File: config.mk
export PLATFORM = sky130hd
export DESIGN_NAME = fifo_sync_param_flat
export DESIGN_NICKNAME = d
export VERILOG_FILES = /design/src/rtl/fifo_sync_param_if.sv /design/src/rtl/fifo_sync_param.sv /design/src/flat_wrapper.sv
export SDC_FILE = /design/constraint.sdc
export NUM_CORES = 1
export LEC_CHECK = 0
export BUFFER_PORTS_ARGS = -buffer_cell sky130_fd_sc_hd__buf_2
export CORE_MARGIN = 5
export CORE_UTILIZATION = 54
export CTS_CLUSTER_SIZE = 20
export DETAILED_ROUTE_END_ITERATION = 8
export GPL_TIMING_DRIVEN = 0
export MAX_ROUTING_LAYER = met4
export PLACE_DENSITY = 0.75
export REMOVE_ABC_BUFFERS = 1
export SLEW_MARGIN = 10
export SYNTH_ARGS = -nofsm -noshare
export SYNTH_HDL_FRONTEND = slang
export SYNTH_SLANG_ARGS = --single-unit
File: constraint.sdc
create_clock -name clk -period 2.4 [get_ports clk]
set_input_delay 0.12 -clock clk [delete_from_list [all_inputs] [get_ports clk]]
set_output_delay 0.12 -clock clk [all_outputs]
set_load 0.05 [all_outputs]
File: src/rtl/fifo_sync_param_if.sv
// fifo_sync_param_if: handshake/data bundle between a FIFO and its producer/consumer
//   master: drives flush, wr, rd, data_in; observes data_out, status flags, count, error pulses
//   slave : the FIFO side, with the opposite directions
interface fifo_sync_param_if #(
    parameter int DATA_W = 8,
    parameter int DEPTH  = 16,
    parameter int CNT_W  = $clog2(DEPTH + 1)
);
    logic              flush;
    logic              wr;
    logic              rd;
    logic [DATA_W-1:0] data_in;
    logic [DATA_W-1:0] data_out;
    logic              fifo_full;
    logic              fifo_empty;
    logic              almost_full;
    logic              almost_empty;
    logic [CNT_W-1:0]  count;
    logic              overflow;
    logic              underflow;
    modport master (
        output flush, wr, rd, data_in,
        input  data_out, fifo_full, fifo_empty, almost_full, almost_empty, count, overflow, underflow
    );
    modport slave (
        input  flush, wr, rd, data_in,
        output data_out, fifo_full, fifo_empty, almost_full, almost_empty, count, overflow, underflow
    );
endinterface

File: src/rtl/fifo_sync_param.sv
// fifo_sync_param: parametrised single-clock FIFO with thresholds, count, error pulses, flush and FWFT mode
//   clk   : clock, rising edge
//   rst_n : synchronous active-low reset
//   bus   : slave side of fifo_sync_param_if (flush/wr/rd/data_in in; data_out/flags/count/overflow/underflow out)
module fifo_sync_param #(
    parameter int DATA_W    = 8,
    parameter int DEPTH     = 16,
    parameter int AF_THRESH = DEPTH - 4,
    parameter int AE_THRESH = 2,
    parameter bit FWFT      = 1'b0,
    parameter int CNT_W     = $clog2(DEPTH + 1)
) (
    input logic clk,
    input logic rst_n,
    fifo_sync_param_if.slave bus
);
    localparam int PTR_W = $clog2(DEPTH);
    logic [DATA_W-1:0] mem [DEPTH];
    logic [PTR_W-1:0]  wr_ptr;
    logic [PTR_W-1:0]  rd_ptr;
    logic [CNT_W-1:0]  cnt;
    logic [DATA_W-1:0] dout_q;
    logic              ovf_q;
    logic              udf_q;
    logic              wr_acc;
    logic              rd_acc;
    logic              empty;
    logic              full;
    assign empty  = cnt == '0;
    assign full   = cnt == CNT_W'(DEPTH);
    assign rd_acc = bus.rd && !empty;
    // a read in the same cycle frees a slot, so a write into a full FIFO still lands
    assign wr_acc = bus.wr && (!full || rd_acc);
    always_ff @(posedge clk) begin
        if (!rst_n) begin
            wr_ptr <= '0;
            rd_ptr <= '0;
            cnt    <= '0;
            ovf_q  <= 1'b0;
            udf_q  <= 1'b0;
            dout_q <= '0;
        end else if (bus.flush) begin
            wr_ptr <= '0;
            rd_ptr <= '0;
            cnt    <= '0;
            ovf_q  <= 1'b0;
            udf_q  <= 1'b0;
        end else begin
            if (wr_acc)
                wr_ptr <= wr_ptr == PTR_W'(DEPTH - 1) ? '0 : wr_ptr + 1'b1;
            if (rd_acc) begin
                rd_ptr <= rd_ptr == PTR_W'(DEPTH - 1) ? '0 : rd_ptr + 1'b1;
                dout_q <= mem[rd_ptr];
            end
            cnt   <= (wr_acc && !rd_acc) ? cnt + 1'b1 : (rd_acc && !wr_acc) ? cnt - 1'b1 : cnt;
            ovf_q <= bus.wr && !wr_acc;
            udf_q <= bus.rd && !rd_acc;
        end
    end
    // storage is never cleared; only writes that survive reset/flush priority land
    always_ff @(posedge clk) begin
        if (rst_n && !bus.flush && wr_acc)
            mem[wr_ptr] <= bus.data_in;
    end
    assign bus.data_out     = FWFT ? (empty ? '0 : mem[rd_ptr]) : dout_q;
    assign bus.fifo_full    = full;
    assign bus.fifo_empty   = empty;
    assign bus.almost_full  = cnt >= CNT_W'(AF_THRESH);
    assign bus.almost_empty = cnt <= CNT_W'(AE_THRESH);
    assign bus.count        = cnt;
    assign bus.overflow     = ovf_q;
    assign bus.underflow    = udf_q;
endmodule

File: src/flat_wrapper.sv
// flat-port wrapper written by rule: the top's interface ports become plain ports
module fifo_sync_param_flat 
#(
    parameter int DATA_W    = 8,
    parameter int DEPTH     = 16,
    parameter int AF_THRESH = DEPTH - 4,
    parameter int AE_THRESH = 2,
    parameter bit FWFT      = 1'b0,
    parameter int CNT_W     = $clog2(DEPTH + 1)
)
  (clk, rst_n, bus_flush, bus_wr, bus_rd, bus_data_in, bus_data_out, bus_fifo_full, bus_fifo_empty, bus_almost_full, bus_almost_empty, bus_count, bus_overflow, bus_underflow);
  fifo_sync_param_if #(.DATA_W(DATA_W), .DEPTH(DEPTH), .CNT_W(CNT_W)) bus_i ();
  input logic clk;
  input logic rst_n;
  input wire logic [$bits(bus_i.flush)-1:0] bus_flush;
  input wire logic [$bits(bus_i.wr)-1:0] bus_wr;
  input wire logic [$bits(bus_i.rd)-1:0] bus_rd;
  input wire logic [$bits(bus_i.data_in)-1:0] bus_data_in;
  output wire logic [$bits(bus_i.data_out)-1:0] bus_data_out;
  output wire logic [$bits(bus_i.fifo_full)-1:0] bus_fifo_full;
  output wire logic [$bits(bus_i.fifo_empty)-1:0] bus_fifo_empty;
  output wire logic [$bits(bus_i.almost_full)-1:0] bus_almost_full;
  output wire logic [$bits(bus_i.almost_empty)-1:0] bus_almost_empty;
  output wire logic [$bits(bus_i.count)-1:0] bus_count;
  output wire logic [$bits(bus_i.overflow)-1:0] bus_overflow;
  output wire logic [$bits(bus_i.underflow)-1:0] bus_underflow;
  assign bus_i.flush = bus_flush;
  assign bus_i.wr = bus_wr;
  assign bus_i.rd = bus_rd;
  assign bus_i.data_in = bus_data_in;
  assign bus_data_out = bus_i.data_out;
  assign bus_fifo_full = bus_i.fifo_full;
  assign bus_fifo_empty = bus_i.fifo_empty;
  assign bus_almost_full = bus_i.almost_full;
  assign bus_almost_empty = bus_i.almost_empty;
  assign bus_count = bus_i.count;
  assign bus_overflow = bus_i.overflow;
  assign bus_underflow = bus_i.underflow;
  fifo_sync_param #(.DATA_W(DATA_W), .DEPTH(DEPTH), .AF_THRESH(AF_THRESH), .AE_THRESH(AE_THRESH), .FWFT(FWFT), .CNT_W(CNT_W)) u_core (.clk(clk), .rst_n(rst_n), .bus(bus_i));
endmodule
# Word level (Yosys, flattened, before mapping)

Memories as Yosys holds them, arrays and structs flattened. A register that Yosys moved wholly into a read port is not among the register bits.
Cells that the tools add are included.

Flip-flop bits (word level): 15
Memory bits (writable): 128
Input port bits: 13
Word-level logic and storage cells: 42
Memories kept: 1

Memory list:

| memory     | words | bits a word | read ports | clocked after Yosys merged registers in | write ports | line                  | RTL |
|---|---|---|---|---|---|---|---|
| u_core.mem | 16    | 8           | 1          | 1                                       | 1           | fifo_sync_param.sv:18 | `logic [DATA_W-1:0] mem [DEPTH];` |

$add $sub $neg: 4
$lt $le $gt $ge: 2
Eq/ne operators: 3
Muxes and demuxes: 6
Bitwise gates (word level): 2
Reduce and logical (&&, ||, !) cells: 19

Operators with widths:

| kind                                                                                 | count |
|---|---|
| 5-bit two-way mux                                                                    | 2 |
| 4-bit by 1-bit adder with 4-bit output (second input constant)                       | 2 |
| 4-bit equality test (second input constant)                                          | 2 |
| 1-bit logical AND                                                                    | 8 |
| 4-bit two-way mux                                                                    | 2 |
| 1-bit zero test                                                                      | 6 |
| 5-bit by 1-bit adder with 5-bit output (second input constant)                       | 1 |
| 5-bit equality test (second input constant)                                          | 1 |
| 5-bit by 4-bit greater-or-equal comparator with 1-bit output (second input constant) | 1 |
| 5-bit by 2-bit less-or-equal comparator with 1-bit output (second input constant)    | 1 |
| 5-bit zero test                                                                      | 1 |
| 5-bit by 1-bit subtractor with 5-bit output (second input constant)                  | 1 |
| 1-bit two-way mux                                                                    | 2 |
| 1-bit inverter                                                                       | 2 |
| 2-bit AND reduction                                                                  | 1 |
| 2-bit nonzero test                                                                   | 1 |
| 2-bit OR reduction                                                                   | 1 |
| 1-bit logical OR                                                                     | 1 |

# Depth between registers and ports, before layout

Word-level depth: 9
Depth in mapped cells: 10
Gate-level depth less buffers: 9

# Least setup slack after synthesis

OpenSTA, ideal clock, no wires.

Kind: reg-to-output
Start point: register u_core.cnt[1] (netlist: u_core.bus.count[1])
End point: output bus_almost_empty
Arrival: 3076 ps
Required time: 2280 ps
Slack: -796 ps
Cell stages (with the launch flop): 2
Path buffers: 0
Cell sequence: dfxtp_1 a2111oi_0

Word-level cells in the longest chain between the ends: 1

Ends and longest elaborated chain:

| element                                                   | line                  | RTL |
|---|---|---|
| start: declaration                                        | fifo_sync_param.sv:21 | `logic [CNT_W-1:0] cnt;` |
| start signal: assignment                                  | fifo_sync_param.sv:55 | `cnt <= (wr_acc && !rd_acc) ? cnt + 1'b1 : (rd_acc && !wr_acc) ? cnt - 1'b1 : cnt;` |
| 5-bit by 2-bit less-or-equal comparator with 1-bit output | fifo_sync_param.sv:69 | `assign bus.almost_empty = cnt <= CNT_W'(AE_THRESH);` |
| end: declaration                                          | flat_wrapper.sv:23    | `output wire logic [$bits(bus_i.almost_empty)-1:0] bus_almost_empty;` |

No other way between the ends.

# Final worst setup path

Start point: register u_core.cnt[1] (netlist: u_core.bus.count[1])
End point: register u_core.cnt[4] (netlist: u_core.bus.count[4])

Word-level cells in the longest chain between the ends: 8
Elaborated cells between the ends (all ways): 16
Classes of those cells: add/sub: 2; eq/ne: 1; mux: 2; reduce/logical: 11

Ends and longest elaborated chain:

| element |
|---|
| branches (longest 8 deep; another with 5-bit by 1-bit subtractor with 5-bit output) |

Several ways; the timed one is not identified. The select of a mux whose other input is x is not followed.
A chain may end at the register's enable or synchronous reset.

==> key figures <==
Clocking
  – CTS tree: yes
  – H-tree levels: 4
  – Clock slew at reported path FFs: about 60 ps
  – CTS Sinks: 151
  – Num CTS Buffers: 17
  – Clock latency on the worst-skew pair: about 420 ps
  – Root Driver: clkbuf_16
  – Clock tree buffer depth: 2

Logic synthesis
  – Post-synth top area share: between 60% and 70%
  – Cell with the most instances after synthesis: edfxtp_1
  – Count of cell types in the netlist: 48
  – Mapped Area: 6090 sq um
  – Mapped Avg Cell Area: 16.4 sq um
  – Post-synth top cells: edfxtp_1 (128), mux2i_1 (39), nor2_1 (27)
  – Synth top area cells: edfxtp_1 (63%), dfxtp_1 (7.6%), mux2i_1 (6.4%)
  – Fraction of registers with async set/reset: 0%
  – Synthesized instance count: about 370
  – Yosys top cell by area: edfxtp_1
  – Post-synth EDFFs: approximately 130
  – Top FF cell, synth: edfxtp_1
  – Synth warnings: 0
  – Register area share after synthesis: between 70% and 80%
  – Number of synthesized register bits: about 150

Setup path
  – CP Launch Type: flip-flop
  – Crit-path cells: or4_4 -> o21ai_4 -> ha_4 -> inv_4 -> fa_2 -> a21o_1 -> a21oi_2 -> mux2i_1 -> mux2i_1
  – Critical path class: reg -> reg
  – CP max-delay cell: or4_4
  – Most common cell on crit path: mux2i_1
  – Worst Setup End Kind: flip-flop
  – CP Max Fanout: 5
  – Arr. time, crit path: 2850 ps
  – Worst path required time: approximately 2800 ps
  – CP peak stage delay: between 500 and 600 ps

Floorplan
  – Die ar.: 13,500 sq um
  – Die width: roughly 120 um
  – Die Ht: roughly 120 um
  – Row cnt: 38
  – Core area: ~11,000 sq um
  – Ports: 32
  – Starting Density: a little under three fifths

Route
  – Starting DRC count in detailed routing: roughly 270
  – Overall via count from detail_route: roughly 3,400
  – 1st-pass router iterations: 4
  – Routed wire length per instance: 21.4 um
  – Vias per cell: a little under 6
  – Drc violations: 0
  – Total routed wirelength: roughly 12 mm
  – Residual antenna-violating net count after detailed routing: 0

Global routing
  – Initial antenna violation count: 0
  – First-pass GRT wire length: between 15 and 20 mm
  – Gr usage total: 20.3%
  – Number of global-route vias before repair: 3,427
  – Remaining Overflow, GRT: 0
  – Largest net degree at the start of global routing: 27

Final layout
  – Footprint of the multi-input gates: between 1500 and 2000 sq um
  – Sequential cell area: about 4300 sq um
  – Area Growth Syn to Fin: 17.2%
  – Ratio of cells with drive above 1 in the final layout: 26.3%
  – Diodes inserted: 0
  – Post-layout net count: approximately 440
  – Fillers: 743

STA
  – Worst slew margin: about 41%
  – Clock Skew: slightly above 8 ps
  – Final slew viol count: 0
  – Fmax: 400 MHz
  – Unrepaired setup endpoints after global routing: true
  – Final setup viols: 2
  – Final hold violations: 0
  – Minimum clock period: between 2000 and 3000 ps
  – Final period util: 104%
  – Setup TNS: -121 ps
  – Fin Hold WS: between 50 and 60 ps
  – Final worst slack: -101 ps
  – Least-Margin Pin Slew: a little under 900 ps

Placed design
  – Hpwl dp: roughly 7.5 mm
  – Port Buf Inserts: 31
  – Placer Congestion: around 0.78

Run
  – MaxCap Viol Count: 0

Outcome
  – Failing checks: setup timing
  – Run status: complete, but fails checks

Power
  – Maximum vdd drop: 0.000802 V
  – P per Cell Area: around 900 nW/um^2
  – Leakage: between 2 and 2.5 nW

Hold path
  – Hold crit path type: in -> reg
==> routing by layer <==
| layer | share of wire, % | vias up | global-route usage [%] |
|---|---|---|---|
| li1 | - | 1553 | - |
| met1 | 41 | 1682 | 27.1 |
| met2 | 51 | 114 | 30.9 |
| met3 | 6.4 | 18 | 5.08 |
| met4 | 1.7 | 0 | 6.88 |
| met5 | 0 | - | - |
==> what timing repair did <==
item	in CTS	in global routing
setup buffers	7	2
pin swaps	7	5
endpoints found under the setup margin	82	2
resized for setup	19	0
endpoints found under the hold margin	1	0
hold buffers	1	0
==> stage by stage <==
| stage | power, W | worst slack, ps | cells | area, sq um | utilization (%) |
|---|---|---|---|---|---|
| 6_report | 0.00658 | -101 | 569 | 7130 | 65.2 |
| 5_1_grt | 0.00682 | -218 | 569 | 7130 | 65.2 |
| 4_1_cts | 0.00660 | -135 | 567 | 7120 | 65.1 |
| 3_5_place_dp | 0.00373 | -638 | 527 | 6350 | 58.1 |
| 3_3_place_gp | 0.00370 | -1150 | 526 | 6320 | 57.8 |
| 2_1_floorplan | 0.00353 | -796 | 355 | 5990 | - |
==> cell families (layout without fill, tap and decap cells) <==
family | after synthesis | count (layout) | synth area share, %
XOR/XNOR | 5 | 5 | 0.720
AND/OR/NAND/NOR | 69 | 69 | 5.00
AO/OA/AOI/OAI | 60 | 60 | 7.15
multiplexers | 55 | 55 | 12.3
adder cells (fa/ha/maj) | 10 | 10 | 2.18
flip-flops | 151 | 151 | 70.7
buffers and inverters | 22 | 79 | 1.89
==> power breakdown <==
part | leakage [nW] | internal [W] | switching, W
clock | 0.303 | 0.00175 | 0.00104
combinational | 0.720 | 0.000310 | 0.000531
sequential | 1.34 | 0.00289 | 0.0000581
==> worst max-delay path, delay by kind of cell, from the launching register on <==
kind,cells,cell delay (ps)
AND/OR/NAND/NOR,1,580
adder cells (fa/ha/maj),2,510
AO/OA/AOI/OAI,3,500
multiplexers,2,440
flip-flops,1,340
buffers and inverters,1,50
==> worst paths after layout <==
kind / startpoint / to / slack [ps] / cells after the start
worst max-delay path: u_core.bus.count[1]$_SDFFE_PP0P_ / u_core.bus.count[4]$_SDFFE_PP0P_ / -100 / 9
worst min-delay path: rst_n / u_core.bus.data_out[4]$_SDFFE_PN0P_ / 50 / 3
worst max register to register: u_core.bus.count[1]$_SDFFE_PP0P_ / u_core.bus.count[4]$_SDFFE_PP0P_ / -100 / 9
worst min register to register: u_core.bus.data_out[3]$_SDFFE_PN0P_ / u_core.bus.data_out[3]$_SDFFE_PN0P_ / 530 / 2
==> area by class of cell <==
class,count,share of cell area (%)
Inverter,5,0.298
Clock buffer,18,6.02
Clock inverter,14,2.77
Sequential cell,151,60.5
Tap cell,140,2.46
Multi-Input combinational cell,199,24.4
Timing Repair Buffer,42,3.54
==> placed cells by master (no fill, tap or decap), drive strengths merged, types with 2 or more instances in the layout <==
| master | synthesis | layout |
|---|---|---|
| bufinv | 0 | 4 |
| nand3 | 4 | 4 |
| buf | 12 | 41 |
| nor2b | 2 | 2 |
| nand2 | 22 | 22 |
| o211ai | 2 | 2 |
| a211oi | 7 | 7 |
| inv | 5 | 8 |
| edfxtp | 128 | 128 |
| nand2b | 3 | 3 |
| o21ai | 9 | 9 |
| a31oi | 9 | 9 |
| mux2i | 39 | 39 |
| o22ai | 16 | 16 |
| a21o | 2 | 2 |
| o211a | 2 | 2 |
| nor2 | 27 | 27 |
| mux4 | 16 | 16 |
| clkbuf | 5 | 18 |
| xor2 | 4 | 4 |
| dfxtp | 23 | 23 |
| clkinv | 0 | 6 |
| ha | 9 | 9 |
| a21oi | 5 | 5 |
| nand3b | 2 | 2 |
| nor3 | 5 | 5 |
==> flip-flops by register name, summed over array words and instances (netlist names) <==
name                  cells
u_core.bus.underflow      1
u_core.mem              128
u_core.bus.overflow       1
u_core.rd_ptr             4
u_core.bus.count          5
u_core.wr_ptr             4
u_core.bus.data_out       8
No activity file was read; power rests on OpenSTA's default activity.
